### src/rtl/bist_sequencer_pkg.sv
// Shared widths and FSM encoding for the 256x4 SRAM BIST sequencer.
package bist_sequencer_pkg;

  localparam int SRAM_ADDR_WIDTH  = 8;
  localparam int SRAM_DATA_WIDTH  = 4;
  localparam int CH_COUNTER_WIDTH = SRAM_ADDR_WIDTH + 3;
  localparam int FAIL_CNT_WIDTH   = 8;

  typedef enum logic [2:0] {
    ST_IDLE   = 3'd0,
    ST_CLR    = 3'd1,
    ST_RUN    = 3'd2,
    ST_DRAIN1 = 3'd3,
    ST_DRAIN2 = 3'd4,
    ST_DONE   = 3'd5
  } bist_state_t;

endpackage

### src/rtl/bist_sequencer_compare.sv
// Read-data compare stage: delays the expected word by the SRAM read latency,
// flags mismatches, keeps the first failing address/phase and a saturating count.
module bist_sequencer_compare
  import bist_sequencer_pkg::*;
#(
  parameter int ADDR_WIDTH = SRAM_ADDR_WIDTH,
  parameter int DATA_WIDTH = SRAM_DATA_WIDTH
) (
  input  logic                      clk,
  input  logic                      rst,
  input  logic                      i_clear,
  input  logic                      i_rd_valid,
  input  logic [DATA_WIDTH-1:0]     i_exp,
  input  logic [ADDR_WIDTH-1:0]     i_addr,
  input  logic                      i_phase,
  input  logic [DATA_WIDTH-1:0]     i_rdata,
  output logic [ADDR_WIDTH-1:0]     o_fail_addr,
  output logic                      o_fail_phase,
  output logic [FAIL_CNT_WIDTH-1:0] o_fail_count
);

  logic                      r_s1_valid;
  logic [DATA_WIDTH-1:0]     r_s1_exp;
  logic [ADDR_WIDTH-1:0]     r_s1_addr;
  logic                      r_s1_phase;
  logic [ADDR_WIDTH-1:0]     r_fail_addr;
  logic                      r_fail_phase;
  logic [FAIL_CNT_WIDTH-1:0] r_fail_count;
  logic                      w_mismatch;

  assign w_mismatch = r_s1_valid && (i_rdata != r_s1_exp);

  always_ff @(posedge clk) begin
    if (!rst) begin
      r_s1_valid   <= 1'b0;
      r_s1_exp     <= '0;
      r_s1_addr    <= '0;
      r_s1_phase   <= 1'b0;
      r_fail_addr  <= '0;
      r_fail_phase <= 1'b0;
      r_fail_count <= '0;
    end else begin
      // Stage 1 lines up with the cycle in which the SRAM samples the read.
      r_s1_valid <= i_rd_valid && !i_clear;
      r_s1_exp   <= i_exp;
      r_s1_addr  <= i_addr;
      r_s1_phase <= i_phase;
      if (i_clear) begin
        r_fail_addr  <= '0;
        r_fail_phase <= 1'b0;
        r_fail_count <= '0;
      end else if (w_mismatch) begin
        // A zero count means no earlier mismatch, so this one is the first.
        if (r_fail_count == '0) begin
          r_fail_addr  <= r_s1_addr;
          r_fail_phase <= r_s1_phase;
        end
        if (r_fail_count != '1) begin
          r_fail_count <= r_fail_count + FAIL_CNT_WIDTH'(1);
        end
      end
    end
  end

  assign o_fail_addr  = r_fail_addr;
  assign o_fail_phase = r_fail_phase;
  assign o_fail_count = r_fail_count;

endmodule

### src/rtl/bist_sequencer.sv
// BIST controller for a 256x4 single-port SRAM: drives the checkerboard step
// counter, turns each step into an SRAM command and arbitrates with the functional port.
module bist_sequencer
  import bist_sequencer_pkg::*;
#(
  parameter int ADDR_WIDTH = SRAM_ADDR_WIDTH,
  parameter int DATA_WIDTH = SRAM_DATA_WIDTH,
  parameter int CNT_WIDTH  = CH_COUNTER_WIDTH
) (
  input  logic                      clk,
  input  logic                      rst,
  input  logic                      start,
  input  logic                      func_req,
  input  logic                      func_we,
  input  logic [ADDR_WIDTH-1:0]     func_addr,
  input  logic [DATA_WIDTH-1:0]     func_wdata,
  output logic                      func_gnt,
  output logic [DATA_WIDTH-1:0]     func_rdata,
  output logic                      ch_rst,
  output logic                      ch_cen,
  input  logic [CNT_WIDTH-2:0]      ch_out,
  input  logic                      ch_cout,
  output logic                      sram_ce,
  output logic                      sram_we,
  output logic [ADDR_WIDTH-1:0]     sram_addr,
  output logic [DATA_WIDTH-1:0]     sram_wdata,
  input  logic [DATA_WIDTH-1:0]     sram_rdata,
  output logic                      busy,
  output logic                      done,
  output logic                      pass,
  output logic [ADDR_WIDTH-1:0]     fail_addr,
  output logic                      fail_phase,
  output logic [FAIL_CNT_WIDTH-1:0] fail_count
);

  localparam int PAT_BIT = ADDR_WIDTH + 1;
  localparam int WR_BIT  = ADDR_WIDTH;

  bist_state_t           r_state;
  logic                  r_busy;
  logic                  r_done;
  logic                  r_pass;
  logic                  r_ch_rst;
  logic                  r_sram_ce;
  logic                  r_sram_we;
  logic [ADDR_WIDTH-1:0] r_sram_addr;
  logic [DATA_WIDTH-1:0] r_sram_wdata;
  logic                  r_rd_valid;
  logic [DATA_WIDTH-1:0] r_rd_exp;
  logic [ADDR_WIDTH-1:0] r_rd_addr;
  logic                  r_rd_phase;
  logic                  w_func_own;
  logic                  w_start_ok;
  logic [DATA_WIDTH-1:0] w_pat_word;

  assign w_func_own = (r_state == ST_IDLE) || (r_state == ST_DONE);
  assign w_start_ok = w_func_own && start;
  assign w_pat_word = {DATA_WIDTH{ch_out[PAT_BIT]}};

  always_ff @(posedge clk) begin
    if (!rst) begin
      r_state      <= ST_IDLE;
      r_busy       <= 1'b0;
      r_done       <= 1'b0;
      r_pass       <= 1'b0;
      r_ch_rst     <= 1'b1;
      r_sram_ce    <= 1'b0;
      r_sram_we    <= 1'b0;
      r_sram_addr  <= '0;
      r_sram_wdata <= '0;
      r_rd_valid   <= 1'b0;
      r_rd_exp     <= '0;
      r_rd_addr    <= '0;
      r_rd_phase   <= 1'b0;
    end else begin
      r_sram_ce  <= 1'b0;
      r_sram_we  <= 1'b0;
      r_rd_valid <= 1'b0;
      unique case (r_state)
        ST_IDLE, ST_DONE: begin
          if (start) begin
            r_state  <= ST_CLR;
            r_busy   <= 1'b1;
            r_done   <= 1'b0;
            r_pass   <= 1'b0;
            r_ch_rst <= 1'b1;
          end
        end
        ST_CLR: begin
          r_state  <= ST_RUN;
          r_ch_rst <= 1'b0;
        end
        ST_RUN: begin
          // Carry means the counter is about to wrap; the last step was already issued.
          if (!ch_cout) begin
            r_sram_ce    <= 1'b1;
            r_sram_we    <= ch_out[WR_BIT];
            r_sram_addr  <= ch_out[ADDR_WIDTH-1:0];
            r_sram_wdata <= w_pat_word;
            r_rd_valid   <= !ch_out[WR_BIT];
            r_rd_exp     <= w_pat_word;
            r_rd_addr    <= ch_out[ADDR_WIDTH-1:0];
            r_rd_phase   <= ch_out[PAT_BIT];
          end else begin
            r_state  <= ST_DRAIN1;
            r_ch_rst <= 1'b1;
          end
        end
        ST_DRAIN1: r_state <= ST_DRAIN2;
        ST_DRAIN2: begin
          r_state <= ST_DONE;
          r_busy  <= 1'b0;
          r_done  <= 1'b1;
          r_pass  <= (fail_count == '0);
        end
        default: r_state <= ST_IDLE;
      endcase
    end
  end

  bist_sequencer_compare #(
    .ADDR_WIDTH (ADDR_WIDTH),
    .DATA_WIDTH (DATA_WIDTH)
  ) u_compare (
    .clk          (clk),
    .rst          (rst),
    .i_clear      (w_start_ok),
    .i_rd_valid   (r_rd_valid),
    .i_exp        (r_rd_exp),
    .i_addr       (r_rd_addr),
    .i_phase      (r_rd_phase),
    .i_rdata      (sram_rdata),
    .o_fail_addr  (fail_addr),
    .o_fail_phase (fail_phase),
    .o_fail_count (fail_count)
  );

  // The functional port reaches the SRAM combinationally only while BIST is parked.
  assign func_gnt   = w_func_own && func_req;
  assign func_rdata = sram_rdata;
  assign sram_ce    = w_func_own ? func_req            : r_sram_ce;
  assign sram_we    = w_func_own ? (func_req && func_we) : r_sram_we;
  assign sram_addr  = w_func_own ? func_addr           : r_sram_addr;
  assign sram_wdata = w_func_own ? func_wdata          : r_sram_wdata;

  assign ch_rst = r_ch_rst;
  assign ch_cen = (r_state == ST_RUN) && !ch_cout;
  assign busy   = r_busy;
  assign done   = r_done;
  assign pass   = r_pass;

endmodule

### config.mk
export PLATFORM = sky130hd
export DESIGN_NAME = bist_sequencer
export DESIGN_NICKNAME = d
export VERILOG_FILES = /design/src/rtl/bist_sequencer_pkg.sv /design/src/rtl/bist_sequencer_compare.sv /design/src/rtl/bist_sequencer.sv
export SDC_FILE = /design/constraint.sdc
export NUM_CORES = 1
export LEC_CHECK = 0
export ABC_AREA = 0
export BUFFER_PORTS_ARGS = -buffer_cell sky130_fd_sc_hd__buf_4
export CORE_ASPECT_RATIO = 0.7
export CORE_MARGIN = 1
export CORE_UTILIZATION = 55
export DETAILED_ROUTE_END_ITERATION = 12
export GPL_TIMING_DRIVEN = 1
export PLACE_DENSITY_LB_ADDON = 0.3
export SETUP_SLACK_MARGIN = 0.2
export SKIP_LAST_GASP = 1
export SLEW_MARGIN = 20
export SYNTH_ARGS = -nofsm -noshare
export SYNTH_HDL_FRONTEND = slang
export SYNTH_HIERARCHICAL = 1
export SYNTH_SLANG_ARGS = --single-unit
export TNS_END_PERCENT = 30
### constraint.sdc
create_clock -name clk -period 5.2 [get_ports clk]
set_input_delay 1.04 -clock clk [delete_from_list [all_inputs] [get_ports clk]]
set_output_delay 1.04 -clock clk [all_outputs]
set_load 0.02 [all_outputs]
==> out/results.ini <==
[clocking]
root_buffer=clkbuf_8
cts_made_buffers=5
clock_latency_ns=0.30
htree_levels=2
cts.sinks=50
cts_tree=done
cts_hold_buf=0
post_cts_buffers=0
path_clk_slew_ns=0.09
clockBufferDepth=2
post_cts_resized=0

[sta]
finalMaxSlewViolations=0
setup_tns_ns=0
rsz0062_at_grt=no
period_minus_slack_ns=3.21
relSlewSlack_pct=42.9
period_share_pct=61.6
worst_pin_slew_ns=0.853
fmax_mhz=312
setup_viol=0
fin_skew_ns=0.00731
finalHoldViolCount=0

[setup_path]
cp-start-kind=flop
crit_type=reg2out
critPathMaxStageDelay_ns=0.62
crit_chain=xor2_2, nor2_4, mux2_2, buf_4
r2r_start=r_state[2]
critPathRequiredTime_ns=4.16
r2r_end=u_compare/o_fail_addr[5]
cp_max_fo=14
cp_top_family=flip-flops
slowest_stage=dfxtp_1
r2r_slack_ns=3.05
crit_buf_inv=1
critPathCaptureType=output port
arrival_ns=2.17
r2r_cells=6
startpoint=r_state[2]

[floorplan]
fp.dieArea_sq_um=4470
rows=19
ios=73
core_area_sq_um=3970
die_height_um=56.2
die-width_um=79.5
start_util_pct=58.2

[drt]
drtIter0Drc=101
vias_per_cell=5.30
finalWirelength_um=4760
ant_nets=0
first_pass_iters=4
remaining_drc_errors=0
vias=1919
wl_per_cell_um=13.1

[synth]
yosysWarningCount=6
synthArstFlopShare_pct=0
syn_inst=248
yosysTopAreaCell=dfxtp_1
synth_edf_count=0
synth_nets=282
ys.flop_type=dfxtp_1
netlist_area_sq_um=2310
synthTopCellsByArea=dfxtp_1 43%, nand2_1 7.1%, mux2i_1 6.1%, mux2_4 5.8%, and2_1 4.6%
synth.avg_cell_area_sq_um=9.32
yosys-top-cells-count=50 x dfxtp_1, 44 x nand2_1, 17 x and2_1
ys_seq_area_share_pct=43.3
synthDominantCellAreaShare_pct=43.3
synth_seq_cells=50
synth.most_common_cell=dfxtp_1
synthDistinctLibCells=42

[placement]
dp_hpwl_um=3450
dpl_cell_area_sq_um=2810
place.port_buffers=72
gp_congestion=0.825

[worst_hold_path]
holdPathEnd=u_compare/r_s1_valid
hold_start=r_rd_valid
hold_path.class=reg2reg
whs_path_depth=1

[power_and_ir_drop]
p_per_area_nw_per_um2=289
p_total_uw=840
p_leak_nw=1.23
ir_worst_vdd_mv=0.193

[grt]
overflow=0
grt_use_total_pct=23.5
antenna_found_initial=0
grt_pass1_vias=1670
grt_pass1_wl_um=7980
grt_max_degree=45

[cells_and_area]
drive_gt1_share_pct=31.9
nNetsFinal=343
area_delta_synth_final_pct=25.6
design_area_sq_um=2910
diodes=0
fin_util_pct=73.2

[outcome]
outcome=complete, no violations

[job]
max_cap_viol_count=0

==> cell type report <==
cell class	instances	area, sq um
multi-input cells	173	1170
fillers	308	1060
flip-flops and latches	50	1000
repair buffers	73	548
clock buffers	6	82.6
well taps	52	65.1
inverters	6	22.5
clock inverters	2	12.5
==> power breakdown <==
| part | total, mW | switching, mW | internal [mW] |
|---|---|---|---|
| combinational | 0.196 | 0.0984 | 0.0972 |
| sequential | 0.410 | 0.0153 | 0.394 |
| clock | 0.235 | 0.128 | 0.107 |
| total | 0.840 | 0.242 | 0.599 |
==> through the flow <==
stage | worst slack (ns) | cells | hold slack (ns)
final | 1.99 | 362 | 0.443
after global routing | 1.85 | 362 | 0.455
after CTS | 2.00 | 362 | 0.444
after detailed placement | 2.00 | 354 | 0.416
after global placement | 2.04 | 354 | 0.413
after floorplan | 2.54 | 248 | 0.406
==> logic make-up after synthesis <==
group	after synthesis	synth area share (%)
fa+ha+maj	2	1.08
mux	27	13.9
simple gates	109	25.4
buf+inv	25	5.95
compound gates	29	7.85
flops	50	43.3
xor+xnor	6	2.60
==> placed cells by master (no fill, tap or decap), drive strengths merged, types with 4 or more instances in the layout <==
| master | n |
|---|---|
| inv | 6 |
| mux2i | 14 |
| nand2 | 44 |
| a21oi | 4 |
| mux2 | 13 |
| nor2b | 4 |
| dfxtp | 50 |
| nor2 | 4 |
| and2 | 17 |
| clkbuf | 6 |
| nor3b | 4 |
| nand2b | 4 |
| nand3 | 13 |
| nor4 | 5 |
| buf | 73 |
| xor2 | 5 |
| o21ai | 13 |
==> metal layers <==
| layer | wire [um] | share of wire [%] | global-route usage (%) | vias to the layer above |
|---|---|---|---|---|
| met5 | 0 | 0 | 0 | - |
| met4 | 85 | 1.8 | 8.05 | 0 |
| met3 | 334 | 7.0 | 6.89 | 7 |
| met2 | 1980 | 42 | 32.7 | 70 |
| met1 | 2360 | 50 | 34.2 | 876 |
| li1 | - | - | - | 966 |
==> sequential cells by signal, summed over array words and instances (netlist names), 3 cells and up <==
signal	flops
u_compare/r_s1_addr	8
u_compare/o_fail_addr	8
r_rd_addr	8
r_state	3
u_compare/r_s1_exp	4
u_compare/o_fail_count	8
==> worst max-delay path by stage <==
stage | cells after the start | slack, ns | end
after floorplan | 2 | 2.54 | sram_we
after global placement | 3 | 2.04 | ch_cen
after detailed placement | 3 | 2.00 | ch_cen
after CTS | 4 | 2.00 | sram_wdata[3]
after global routing | 4 | 1.85 | sram_wdata[3]
final | 4 | 1.99 | sram_wdata[3]
Power figures use the tool's default switching activity.
